==> config.mk <==
export PLATFORM = sky130hd
export DESIGN_NAME = control_unit
export DESIGN_NICKNAME = d
export VERILOG_FILES = /design/src/rtl/rv_pkg.sv /design/src/rtl/instr_decoder.sv /design/src/rtl/control_unit.sv
export SDC_FILE = /design/constraint.sdc
export NUM_CORES = 1
export LEC_CHECK = 0
export CAP_MARGIN = 20
export CORE_AREA = 2 2 108 110
export CTS_CLUSTER_SIZE = 25
export DETAILED_ROUTE_END_ITERATION = 10
export DIE_AREA = 0 0 110 112
export HOLD_SLACK_MARGIN = 0.15
export PLACE_DENSITY = 0.65
export SYNTH_ARGS = -nofsm -noshare
export SYNTH_HDL_FRONTEND = slang
export SYNTH_SLANG_ARGS = --single-unit
export TNS_END_PERCENT = 100
==> constraint.sdc <==
create_clock -name CLK -period 3.8 [get_ports CLK]
set_input_delay 0.57 -clock CLK [delete_from_list [all_inputs] [get_ports CLK]]
set_output_delay 0.57 -clock CLK [all_outputs]
set_load 0.02 [all_outputs]
==> src/rtl/rv_pkg.sv <==
// rtl/rv_pkg.sv - shared encodings for the control unit and its instruction decoder
//
// Holds the opcode/funct3/funct7 values that are accepted, the FSM state
// enumeration and the instruction class produced by the decoder.

package rv_pkg;

   localparam logic [6:0] OPC_OP     = 7'b0110011;
   localparam logic [6:0] OPC_OP_IMM = 7'b0010011;
   localparam logic [6:0] OPC_LOAD   = 7'b0000011;
   localparam logic [6:0] OPC_STORE  = 7'b0100011;

   localparam logic [2:0] F3_ADD_SUB = 3'b000;
   localparam logic [2:0] F3_DOUBLE  = 3'b011;

   localparam logic [6:0] F7_ADD = 7'b0000000;
   localparam logic [6:0] F7_SUB = 7'b0100000;

   typedef enum logic [2:0] {
      S_FETCH  = 3'd0,
      S_DECODE = 3'd1,
      S_EXEC   = 3'd2,
      S_MEM    = 3'd3,
      S_HALT   = 3'd4
   } state_t;

   typedef enum logic [2:0] {
      CLS_ILLEGAL = 3'd0,
      CLS_ALU_R   = 3'd1,
      CLS_ALU_I   = 3'd2,
      CLS_LOAD    = 3'd3,
      CLS_STORE   = 3'd4
   } instr_class_t;

   // Loads and stores need the extra MEM cycle after EXEC.
   function automatic logic is_mem_class(input instr_class_t c);
      return (c == CLS_LOAD) || (c == CLS_STORE);
   endfunction

   function automatic logic is_alu_class(input instr_class_t c);
      return (c == CLS_ALU_R) || (c == CLS_ALU_I);
   endfunction

endpackage

==> src/rtl/instr_decoder.sv <==
// rtl/instr_decoder.sv - combinational decode of the instruction register
//
// Ports:
//   ir           in   32  latched instruction word
//   rs1/rs2/rd   out  5   raw register select fields
//   immediate    out  12  I-type or S-type immediate, 0 for R-type/illegal
//   sub          out  1   ALU subtract, R-type only
//   ula_din2_sel out  1   1 = immediate as ALU operand 2
//   iclass       out      instruction class
//   legal        out  1   encoding is one of the supported instructions

module instr_decoder
   import rv_pkg::*;
(
   input  logic [31:0]  ir,
   output logic [4:0]   rs1,
   output logic [4:0]   rs2,
   output logic [4:0]   rd,
   output logic [11:0]  immediate,
   output logic         sub,
   output logic         ula_din2_sel,
   output instr_class_t iclass,
   output logic         legal
);

   logic [6:0] opcode;
   logic [2:0] funct3;
   logic [6:0] funct7;

   assign opcode = ir[6:0];
   assign funct3 = ir[14:12];
   assign funct7 = ir[31:25];

   assign rs1 = ir[19:15];
   assign rs2 = ir[24:20];
   assign rd  = ir[11:7];

   always_comb begin
      iclass = CLS_ILLEGAL;
      case (opcode)
         OPC_OP: begin
            if ((funct3 == F3_ADD_SUB) && ((funct7 == F7_ADD) || (funct7 == F7_SUB)))
               iclass = CLS_ALU_R;
         end
         OPC_OP_IMM: begin
            if (funct3 == F3_ADD_SUB)
               iclass = CLS_ALU_I;
         end
         OPC_LOAD: begin
            if (funct3 == F3_DOUBLE)
               iclass = CLS_LOAD;
         end
         OPC_STORE: begin
            if (funct3 == F3_DOUBLE)
               iclass = CLS_STORE;
         end
         default: iclass = CLS_ILLEGAL;
      endcase
   end

   assign legal = (iclass != CLS_ILLEGAL);

   always_comb begin
      immediate = 12'h000;
      case (iclass)
         CLS_ALU_I, CLS_LOAD: immediate = ir[31:20];
         CLS_STORE:           immediate = {ir[31:25], ir[11:7]};
         default:             immediate = 12'h000;
      endcase
   end

   assign sub          = (iclass == CLS_ALU_R) && ir[30];
   assign ula_din2_sel = (iclass == CLS_ALU_I) || (iclass == CLS_LOAD) || (iclass == CLS_STORE);

endmodule

==> src/rtl/control_unit.sv <==
// rtl/control_unit.sv - multi-cycle fetch/decode/execute controller
//
// Parameters:
//   IM_ADDR_W  width of PC / IM_ADDR
//   RESET_PC   PC value after reset
// Ports:
//   CLK, RST             clock, async active-high reset
//   IM_REQ/IM_ADDR       fetch request and address (PC)
//   IM_ACK/IM_DATA       fetch completion and instruction word
//   rs1/rs2/rd/immediate decoded operand selects to the datapath
//   sub, ULA_din2_sel    ALU controls
//   WE_RF, WE_MEM        single-cycle write strobes
//   RF_din_sel           1 = ALU result, 0 = memory data into regfile
//   INSTR_DONE           one-cycle retire pulse
//   ILLEGAL              sticky unsupported-instruction flag

module control_unit
   import rv_pkg::*;
#(
   parameter int                   IM_ADDR_W = 32,
   parameter logic [IM_ADDR_W-1:0] RESET_PC  = '0
) (
   input  logic                 CLK,
   input  logic                 RST,
   output logic                 IM_REQ,
   output logic [IM_ADDR_W-1:0] IM_ADDR,
   input  logic                 IM_ACK,
   input  logic [31:0]          IM_DATA,
   output logic [4:0]           rs1,
   output logic [4:0]           rs2,
   output logic [4:0]           rd,
   output logic [11:0]          immediate,
   output logic                 sub,
   output logic                 WE_RF,
   output logic                 WE_MEM,
   output logic                 RF_din_sel,
   output logic                 ULA_din2_sel,
   output logic                 INSTR_DONE,
   output logic                 ILLEGAL
);

   state_t                 state;
   state_t                 state_nxt;
   logic [IM_ADDR_W-1:0]   pc;
   logic [31:0]            ir;
   logic                   illegal_q;
   instr_class_t           iclass;
   logic                   legal;

   instr_decoder u_dec (
      .ir           (ir),
      .rs1          (rs1),
      .rs2          (rs2),
      .rd           (rd),
      .immediate    (immediate),
      .sub          (sub),
      .ula_din2_sel (ULA_din2_sel),
      .iclass       (iclass),
      .legal        (legal)
   );

   // State register
   always_ff @(posedge CLK or posedge RST) begin
      if (RST)
         state <= S_FETCH;
      else
         state <= state_nxt;
   end

   // Next-state logic
   always_comb begin
      state_nxt = state;
      case (state)
         S_FETCH:  if (IM_ACK) state_nxt = S_DECODE;
         S_DECODE: state_nxt = legal ? S_EXEC : S_HALT;
         S_EXEC:   state_nxt = is_mem_class(iclass) ? S_MEM : S_FETCH;
         S_MEM:    state_nxt = S_FETCH;
         S_HALT:   state_nxt = S_HALT;
         default:  state_nxt = S_HALT;
      endcase
   end

   // Outputs are decoded from the state alone, so an asynchronous reset
   // drops every strobe immediately without waiting for a clock edge.
   always_comb begin
      IM_REQ     = 1'b0;
      WE_RF      = 1'b0;
      WE_MEM     = 1'b0;
      INSTR_DONE = 1'b0;
      case (state)
         S_FETCH: IM_REQ = 1'b1;
         S_EXEC: begin
            if (is_alu_class(iclass)) begin
               WE_RF      = (rd != 5'd0);
               INSTR_DONE = 1'b1;
            end
         end
         S_MEM: begin
            WE_RF      = (iclass == CLS_LOAD) && (rd != 5'd0);
            WE_MEM     = (iclass == CLS_STORE);
            INSTR_DONE = 1'b1;
         end
         default: ;
      endcase
   end

   // Mux select follows the instruction class so it is already settled
   // before the write strobe appears.
   assign RF_din_sel = (iclass != CLS_LOAD);
   assign IM_ADDR    = pc;
   assign ILLEGAL    = illegal_q;

   // PC, IR and the sticky illegal flag
   always_ff @(posedge CLK or posedge RST) begin
      if (RST) begin
         pc        <= RESET_PC;
         ir        <= 32'h0000_0000;
         illegal_q <= 1'b0;
      end else begin
         if ((state == S_FETCH) && IM_ACK)
            ir <= IM_DATA;
         if ((state == S_DECODE) && !legal)
            illegal_q <= 1'b1;
         // Natural wrap of the IM_ADDR_W-bit adder gives the modulo increment.
         if (INSTR_DONE)
            pc <= pc + IM_ADDR_W'(32'd4);
      end
   end

endmodule

# Yosys cells after proc, flatten, opt, wreduce, memory -nomap -nowiden
# Cells that the tools add are included.
dict set report totals {
  reg_bits 68
  inputBits 35
  out_inout_bits 67
  elab_cells 53
}
dict set report op_classes {
  n_eq_ne 15
  muxes 16
  n_reduce_logical 17
  addsub 1
}
# operator n
set ops {}
lappend ops {{$add 32x3->32 const B} 1}
lappend ops {{$pmux 12 s2} 1}
lappend ops {{$pmux 3 s4} 2}
lappend ops {{$eq 7x6->1 const B} 3}
lappend ops {{$eq 3x2->1 const B} 5}
lappend ops {{$mux 3} 3}
lappend ops {{$eq 7x2->1 const B} 1}
lappend ops {{$eq 7x5->1 const B} 1}
lappend ops {{$logic_not 7->1} 1}
lappend ops {{$eq 3x1->1 const B} 2}
lappend ops {{$logic_not 3->1} 2}
lappend ops {{$mux 2} 3}
lappend ops {{$logic_and 1x1->1} 5}
lappend ops {{$logic_or 1x1->1} 5}
lappend ops {{$mux 1} 5}
lappend ops {{$reduce_bool 5->1} 1}
lappend ops {{$pmux 1 s2} 2}
lappend ops {{$eq 3x3->1 const B} 1}
lappend ops {{$ne 3x2->1 const B} 1}
lappend ops {{$reduce_bool 3->1} 1}
lappend ops {{$ne 2x2->1 const B} 1}
lappend ops {{$reduce_or 2->1} 1}
lappend ops {{$logic_not 1->1} 1}

# Depth between registers and ports, before layout
# Gate-level depths: netlist of run 1.
dict set report logic_depth {
  ltp_word 9
  mapped_depth 8
  ltp_nobuf 6
}

# Cells and area by module
# From an unflattened synthesis of run 1, not the netlist that was laid out.
dict set report hier_totals {
  cells_unflattened 286
  area_unflattened_um2 3236.9
}
# mod seq_area_each_um2 instances area_per_inst_um2 cells_per_inst
set by_module_without_submodules {}
lappend by_module_without_submodules {control_unit 1651.6 1 2792.7 220}
lappend by_module_without_submodules {instr_decoder 0.0 1 444.2 66}

# Worst setup path after synthesis of run 1
# Ideal clock, no wire load.
dict set report synth_timing {
  path_kind {reg2out}
  start {register ir[13]}
  end {output port sub}
  required_ns 3.230
  setup_slack_ns 1.276
  arrival_ns 1.954
  path_stages_with_launch 4
  path_cell_list {dfrtp_1 -> or4b_1 -> or4_1 -> nor3_1}
}
dict set report synth_via {
  elab_chain_cells 6
  word_cells_on_any_way 10
}
# element line_no
set synth_rtl {}
lappend synth_rtl {{start: declaration} control_unit.sv:45} ;# logic [31:0] ir;
lappend synth_rtl {{start signal: assignment} control_unit.sv:117} ;# ir <= 32'h0000_0000;
lappend synth_rtl {{start signal: assignment} control_unit.sv:121} ;# ir <= IM_DATA;
lappend synth_rtl {{$logic_not 3->1} {instr_decoder.sv:42, instr_decoder.sv:46}}
lappend synth_rtl {{$logic_and 1x1->1} instr_decoder.sv:42} ;# if ((funct3 == F3_ADD_SUB) && ((funct7 == F7_ADD) || (funct7 == F7_SUB)))
lappend synth_rtl {{$mux 1} instr_decoder.sv:42}
lappend synth_rtl {{$pmux 3 s4 (*)} instr_decoder.sv:40} ;# case (opcode)
lappend synth_rtl {{$eq 3x1->1 (*)} instr_decoder.sv:72} ;# assign sub = (iclass == CLS_ALU_R) && ir[30];
lappend synth_rtl {{$logic_and 1x1->1 (*)} instr_decoder.sv:72}
lappend synth_rtl {{end: declaration} control_unit.sv:33} ;# output logic sub,
# Mark *: on every way between the ends. The rest lies on a longest branch, timed or not.

# Worst setup path after layout of run 1
dict set report layout_timing {
  start {register ir[31]}
  end {output port INSTR_DONE}
}
dict set report layout_via {
  elab_chain_cells 9
  word_cells_on_any_way 11
}
# element line_no
set layout_rtl {}
lappend layout_rtl {{$eq 7x6->1 / $logic_not 7->1 (equally long branches)} instr_decoder.sv:42}
lappend layout_rtl {{$logic_or 1x1->1 (*)} instr_decoder.sv:42}
lappend layout_rtl {{$logic_and 1x1->1 (*)} instr_decoder.sv:42}
lappend layout_rtl {{$mux 1 (*)} instr_decoder.sv:42}
lappend layout_rtl {{$pmux 3 s4 (*)} instr_decoder.sv:40}
lappend layout_rtl {{$eq 3x1->1 / $eq 3x2->1 (equally long branches)} rv_pkg.sv:41} ;# return (c == CLS_ALU_R) || (c == CLS_ALU_I);
lappend layout_rtl {{$logic_or 1x1->1 (*)} rv_pkg.sv:41}
lappend layout_rtl {{$mux 1 (*)} control_unit.sv:93} ;# if (is_alu_class(iclass)) begin
lappend layout_rtl {{$pmux 1 s2 (*)} control_unit.sv:90} ;# case (state)
lappend layout_rtl {{end: declaration} control_unit.sv:38} ;# output logic INSTR_DONE,
# Marked as above.

==> results of run 1 <==
## cell usage in the layout, fill, tap and decap left out, drive strengths merged, types with 2 or more instances in the layout
cell,count
clkdlybuf4s50,99
dfrtp,66
mux2,32
nand2,15
xor2,15
nand3,14
xnor2,14
nor3,11
nor4,11
clkbuf,11
and2,9
nor2,8
nand4,6
inv,6
and3,5
a22o,5
or4,5
and4,4
buf,4
a21oi,3
nor2b,3
o21ai,3
nand2b,2
or2,2
conb,2
clkinv,2
## final cells by class
type                            count  area (sq um)
Fill cell                        1087          6640
Sequential cell                    66          1650
Multi-Input combinational cell    180          1400
Timing Repair Buffer              103          1020
Clock buffer                       11           243
Tap cell                          143           179
Inverter                            6          22.5
Clock inverter                      3          17.5
## cells by family after synthesis
group	synth area share
compound gates	0.0377
xor+xnor	0.0828
fa+ha+maj	0.00385
buf+inv	0.0616
flops	0.508
mux	0.111
other cells	0.00115
simple gates	0.194
## layer usage
metal  vias up  global-route usage
met1      1199               0.160
met2        83               0.217
met5         -                   0
met3         8              0.0392
met4         0              0.0363
li1       1140                   -
## report_power, final
group | switching (mW) | total (mW) | internal (mW)
Clock | 0.281 | 0.730 | 0.449
Combinational | 0.219 | 0.519 | 0.299
Sequential | 0.129 | 0.987 | 0.858
## registers in the layout (all words and copies together) (netlist names)
register / cells
ir: 32
IM_ADDR: 30
state: 3
ILLEGAL: 1
## through the flow
stage | hold WS [ns] | setup slack, ns | util
after floorplan | 0.474 | 1.28 | -
after global placement | 0.464 | 0.821 | 0.383
after detailed placement | 0.473 | 0.795 | 0.383
after CTS | 0.488 | 0.442 | 0.406
after global routing | 0.518 | 0.358 | 0.406
final | 0.486 | 0.448 | 0.406
## final timing paths
| kind | start | end | slack, ns | cells after the start |
|---|---|---|---|---|
| max in group asynchronous | RST | ir[3] | 2.43 | 3 |
| worst min-delay path | IM_ADDR[26] | IM_ADDR[26] | 0.49 | 1 |
| min in group asynchronous | RST | ir[8] | 0.83 | 3 |
| worst max-delay path | ir[31] | INSTR_DONE | 0.45 | 5 |
| worst max register to register | ir[31] | IM_ADDR[21] | 1.09 | 6 |
| worst min register to register | IM_ADDR[26] | IM_ADDR[26] | 0.49 | 1 |
## critical path: cells and delay by family, from the launching register on
family / cells / cell delay, ns
buffers and inverters: 2 / 0.85
DFF: 1 / 0.38
AOI/OAI and AO/OA: 2 / 0.69
and+or+nand+nor: 1 / 0.55
==> results.cfg, run 1 <==
[status]
outcome = completed

[clocking]
cts_setup_buffers = 0
cts-htree-levels = 3
ctsLongestPathBuffers = 2
clock_sinks = 66
insertion_delay_ns = 0.32
cts_tree = yes
cts_buffers = 9
clk_pin_slew_ns = 0.05
postCtsHoldBufs = 0
clock-root-buffer = clkbuf_16
cts_resized = 0

[timing]
fin_skew_ns = 0.00644
tightestPinTransition_ns = 0.831
max_freq_mhz = 298
fin_crit_ns = 3.35
rsz0062_at_grt = false
hold_viol_final = 0
setup_tns_ns = 0
relSlewSlack = 0.446
min_period_over_period = 0.882
slew_violations = 0
setup_viol = 0

[routing]
drt-met1-wl_um = 3300
viasPerCell = 4.75
ant_nets = 0
first_pass_iters = 4
highest_layer = met4
routed-wl-met3_um = 567
vias = 2430
met2_length_um = 3830
post_drt_wl_per_cell_um = 15.1
drc_errors = 0
wirelength_um = 7750
drt_iter0_drc = 66

[pwr]
finalPower_mw = 2.24
p_per_area_nw_per_um2 = 493
vdd_ir_drop_max_mv = 0.218
p_leak_nw = 1.87

[global_route]
antenna_found_initial = 0
grt_pass1_vias = 2503
grt_max_degree = 67
grt_pass1_wl_um = 12400
grt_usage = 0.130
gr-total-overflow = 0

[worst_setup_path]
critical-path-max-stage-delay_ns = 0.65
cp.required_ns = 3.23
crit_slowest_cell = clkdlybuf4s50_1
cp-end-kind = output port
cp.arrival_ns = 2.78
path_cells = or4_4, o31a_1, o41a_1, inv_2, clkdlybuf4s50_1
critPathKind = reg2out
crit_fanout = 11
cp-start-kind = flop

[die]
die-height_um = 112
num_io_pins = 102
core_sq_um = 11200
dieArea_sq_um = 12300
start_util = 0.291
std_cell_rows = 39
die_x_um = 110

[synth]
ys_seq_area_frac = 0.508
synth_top_area_frac = 0.508
ys_warn_count = 0
syn-instance-count = 278
syn-cell-area_sq_um = 3250
ys_types = 42
postSynthAreaPerCell_sq_um = 11.7
synth.area.top_cells = dfrtp_1 51%, mux2_2 11%, buf_4 4.2%
yosysTopAreaCell = dfrtp_1
synth_edf_count = 0
async_flop_share = 1.00
synth_most_common_cell = dfrtp_1
ys_seq_elements = 66
ys.flop_type = dfrtp_1
synth_common_cells = 66 x dfrtp_1, 32 x mux2_2, 18 x buf_4

[cells_and_area]
stdcell_area_sq_um = 4540
drive_gt1_frac = 0.184
finalNetCount = 402
syn2layout_area_growth_pct = 39.6
instances_no_fill = 512
n_antenna_cell = 0

[place]
placedCellCount = 498
place_area_sq_um = 4280
dp_hpwl_um = 5520
gp_congestion = 0.773
io_buffer_count = 99

[min_path]
hold_class = reg2reg

[run]
drv_cap = 0
No activity file was read; power rests on OpenSTA's default activity.
==> run 2, diff against run 1 <==
--- a/config.mk
+++ b/config.mk
@@ -11,6 +11,7 @@
 export DETAILED_ROUTE_END_ITERATION = 10
 export DIE_AREA = 0 0 110 112
 export HOLD_SLACK_MARGIN = 0.15
+export MAX_ROUTING_LAYER = met4
 export PLACE_DENSITY = 0.65
 export SYNTH_ARGS = -nofsm -noshare
 export SYNTH_HDL_FRONTEND = slang
==> results.cfg, run 2 (same netlist as run 1, synthesis figures left out) <==
[timing]
slew_violations = 0
tightestPinTransition_ns = 0.827
setup_viol = 0
fin_crit_ns = 3.35
relSlewSlack = 0.449
max_freq_mhz = 298
setup_tns_ns = 0
fin_skew_ns = 0.00675
min_period_over_period = 0.882
rsz0062_at_grt = false
hold_viol_final = 0

[global_route]
grt_usage = 0.134
grt_max_degree = 67
antenna_found_initial = 0
grt_pass1_wl_um = 12400
gr-total-overflow = 0
grt_pass1_vias = 2504

[place]
place_area_sq_um = 4280
gp_congestion = 0.783
dp_hpwl_um = 5520
io_buffer_count = 99

[cells_and_area]
n_antenna_cell = 0
mostFrequentLayoutCells = 99 x clkdlybuf4s50_1, 66 x dfrtp_1, 32 x mux2_2
stdcell_area_sq_um = 4540
largest_reg_flops = 32
mostFrequentLayoutCell = clkdlybuf4s50_1
drive_gt1_frac = 0.184
syn2layout_area_growth_pct = 39.6
fill_cells = 1087
regMostFlops = ir
final_util = 0.406
finalNetCount = 402

[clocking]
cts-htree-levels = 3
clock-root-buffer = clkbuf_16
insertion_delay_ns = 0.32
ctsLongestPathBuffers = 2
cts_setup_buffers = 0
postCtsHoldBufs = 0
clk_pin_slew_ns = 0.05
cts_buffers = 9
cts_resized = 0
clock_sinks = 66
cts_tree = yes

[worst_setup_path]
critPathKind = reg2out
cp-start-kind = flop
crit_fanout = 11
cp.required_ns = 3.23
cp.arrival_ns = 2.78
cp-end-kind = output port

[routing]
viasPerCell = 4.76
ant_nets = 0
drt_iter0_drc = 63
vias = 2436
drc_errors = 0
post_drt_wl_per_cell_um = 15.1
first_pass_iters = 4
wirelength_um = 7740

[pwr]
finalPower_mw = 2.23
p_leak_nw = 1.87
vdd_ir_drop_max_mv = 0.217
p_per_area_nw_per_um2 = 492

[status]
outcome = completed

[min_path]
hold_class = reg2reg

[run]
drv_cap = 0

[die]
die_x_um = 110
start_util = 0.291
die-height_um = 112
std_cell_rows = 39
core_sq_um = 11200
num_io_pins = 102
dieArea_sq_um = 12300
[run 2: cell counts in the layout (fill, tap and decap cells not counted)]
No cell type changed its count.
[run 2: critical path: stages (launching register included)]
cell and delay [ns]:
dfrtp_1 0.38, or4_4 0.55, o31a_1 0.25, o41a_1 0.44
inv_2 0.20, clkdlybuf4s50_1 0.64
[run 2: area by class of cell]
cell class                 instances  area [sq um]  area share
sequential                        66          1650       0.364
multi-input combinational        180          1400       0.309
timing repair buffer             103          1020       0.225
clock buffer                      11           243      0.0535
tap                              143           179      0.0394
inverter                           6          22.5     0.00497
clock inverter                     3          17.5     0.00386
[run 2: metrics by stage]
| step | hold slack, ns | instances | worst slack (ns) |
|---|---|---|---|
| after floorplan | 0.474 | 279 | 1.28 |
| after global placement | 0.464 | 498 | 0.821 |
| after detailed placement | 0.473 | 498 | 0.795 |
| after CTS | 0.488 | 512 | 0.442 |
| after global routing | 0.518 | 512 | 0.358 |
| final | 0.486 | 512 | 0.450 |
[run 2: power breakdown]
| group | switching (mW) | internal, mW | total (mW) |
|---|---|---|---|
| sequential | 0.128 | 0.858 | 0.985 |
| combinational | 0.219 | 0.299 | 0.518 |
| clock | 0.280 | 0.449 | 0.729 |
| total | 0.627 | 1.61 | 2.23 |
[run 2: path summary, 6_finish.rpt]
check,to,depth (start not counted),start,slack [ns]
min in group asynchronous,IM_ADDR[16],3,RST,0.83
max,INSTR_DONE,5,ir[31],0.45
min,IM_ADDR[26],1,IM_ADDR[26],0.49
min reg2reg,IM_ADDR[26],1,IM_ADDR[26],0.49
max reg2reg,IM_ADDR[21],6,ir[31],1.08
max in group asynchronous,ir[1],3,RST,2.44
[run 2: routing by layer]
layer | share of wire | vias up | track usage
met5 | 0 | - | -
met4 | 0.0079 | 0 | 0.0363
met3 | 0.067 | 10 | 0.0345
met2 | 0.49 | 85 | 0.217
met1 | 0.43 | 1203 | 0.163
li1 | - | 1138 | -
==> run 3, diff against run 2 <==
--- a/config.mk
+++ b/config.mk
@@ -12,7 +12,7 @@
 export DIE_AREA = 0 0 110 112
 export HOLD_SLACK_MARGIN = 0.15
 export MAX_ROUTING_LAYER = met4
-export PLACE_DENSITY = 0.65
+export PLACE_DENSITY = 0.57
 export SYNTH_ARGS = -nofsm -noshare
 export SYNTH_HDL_FRONTEND = slang
 export SYNTH_SLANG_ARGS = --single-unit
==> results.cfg, run 3 (same netlist as run 1, synthesis figures left out) <==
[place]
gp_congestion = 0.752
placedCellCount = 498
place_area_sq_um = 4280
dp_hpwl_um = 5670
io_buffer_count = 99

[timing]
rsz0062_at_grt = false
relSlewSlack = 0.473
min_period_over_period = 0.881
hold_viol_final = 0
fin_skew_ns = 0.00958
fin_crit_ns = 3.35
whs_ns = 0.484
setup_tns_ns = 0
setup_viol = 0
max_freq_mhz = 299
slew_violations = 0
tightestPinTransition_ns = 0.791

[worst_setup_path]
crit_slowest_cell = clkdlybuf4s50_1
rr_worst_depth = 6
cp.required_ns = 3.23
critical-path-max-stage-delay_ns = 0.62
critPathKind = reg2out
path_cells = or4b_1, or4_1, o22ai_1, and3_1, clkdlybuf4s50_1
cp-end-kind = output port
path_depth = 5
cp-start-kind = flop
crit_family = simple AND/OR/NAND/NOR gates
cp.arrival_ns = 2.78
crit_fanout = 5
cp.buffers_inverters = 1

[clocking]
cts-htree-levels = 3
insertion_delay_ns = 0.33
cts_tree = yes
cts_buffers = 9
postCtsHoldBufs = 0
cts_setup_buffers = 0
clock-root-buffer = clkbuf_16
clk_pin_slew_ns = 0.05
ctsLongestPathBuffers = 2
clock_sinks = 66
cts_resized = 0

[cells_and_area]
regMostFlops = ir
stdcell_area_sq_um = 4650
finalNetCount = 402
seqCellArea_sq_um = 1650
instances_no_fill = 514
fill_cells = 1109
mostFrequentLayoutCell = clkdlybuf4s50_1
multi_input_area_sq_um = 1400
n_antenna_cell = 0
syn2layout_area_growth_pct = 43.2
drive_gt1_frac = 0.194
mostFrequentLayoutCells = 99 x clkdlybuf4s50_1, 66 x dfrtp_1, 32 x mux2_2
largest_reg_flops = 32

[run]
drv_cap = 0

[global_route]
gr-total-overflow = 0
grt_pass1_wl_um = 12500
antenna_found_initial = 0
grt_pass1_vias = 2466
grt_usage = 0.136
grt_max_degree = 34

[die]
num_io_pins = 102
std_cell_rows = 39
die-height_um = 112
core_sq_um = 11200
die_x_um = 110
dieArea_sq_um = 12300
start_util = 0.291

[routing]
viasPerCell = 4.67
post_drt_wl_per_cell_um = 15.2
ant_nets = 0
first_pass_iters = 4
drt_iter0_drc = 54
wirelength_um = 7810
drc_errors = 0
vias = 2398

[min_path]
whs_path_depth = 1
hold_class = reg2reg

[status]
outcome = completed

[pwr]
finalPower_mw = 2.54
vdd_ir_drop_max_mv = 0.244
p_leak_nw = 1.92
p_per_area_nw_per_um2 = 545
run 3: worst paths after layout:
| check | start | end | slack (ns) |
|---|---|---|---|
| setup / recovery | ir[13] | WE_RF | 0.45 |
| hold reg to reg | ILLEGAL | ILLEGAL | 0.48 |
| max in group asynchronous | RST | IM_ADDR[23] | 2.41 |
| min in group asynchronous | RST | IM_ADDR[18] | 0.65 |
| setup reg to reg | ir[31] | IM_ADDR[21] | 1.10 |
| hold / removal | ILLEGAL | ILLEGAL | 0.48 |
run 3: layout make-up:
class / instances / area share
Sequential cell: 66 / 0.355
Clock buffer: 10 / 0.0514
Multi-Input combinational cell: 180 / 0.301
Timing Repair Buffer: 103 / 0.219
Clock inverter: 6 / 0.0296
Tap cell: 143 / 0.0385
Inverter: 6 / 0.00484
run 3: power by group:
group / total (mW) / internal (mW) / leakage [nW] / switching, mW
Combinational: 0.520 / 0.299 / 0.896 / 0.221
Clock: 1.03 / 0.727 / 0.183 / 0.305
Sequential: 0.986 / 0.857 / 0.843 / 0.129
run 3: per-layer routing:
layer	track usage	part of all wire	vias to the layer above
met3	0.0316	0.064	12
li1	-	-	1151
met1	0.164	0.43	1160
met2	0.218	0.49	75
met5	-	0	-
met4	0.0515	0.012	0
run 3: worst reg2reg max path: cells and delay by family (launching register included):
family	cells	cell delay [ns]
xor gates and xnor gates	1	0.14
buffers and inverters	1	0.26
and+or+nand+nor	2	1.13
AOI/OAI and AO/OA	2	0.68
DFF	1	0.38
run 3: metrics by stage:
step / setup WS, ns / util
finish: 0.453 / 0.416
global route: 0.342 / 0.416
CTS: 0.441 / 0.416
detailed placement: 0.805 / 0.383
global placement: 0.807 / 0.383
floorplan: 1.28 / -
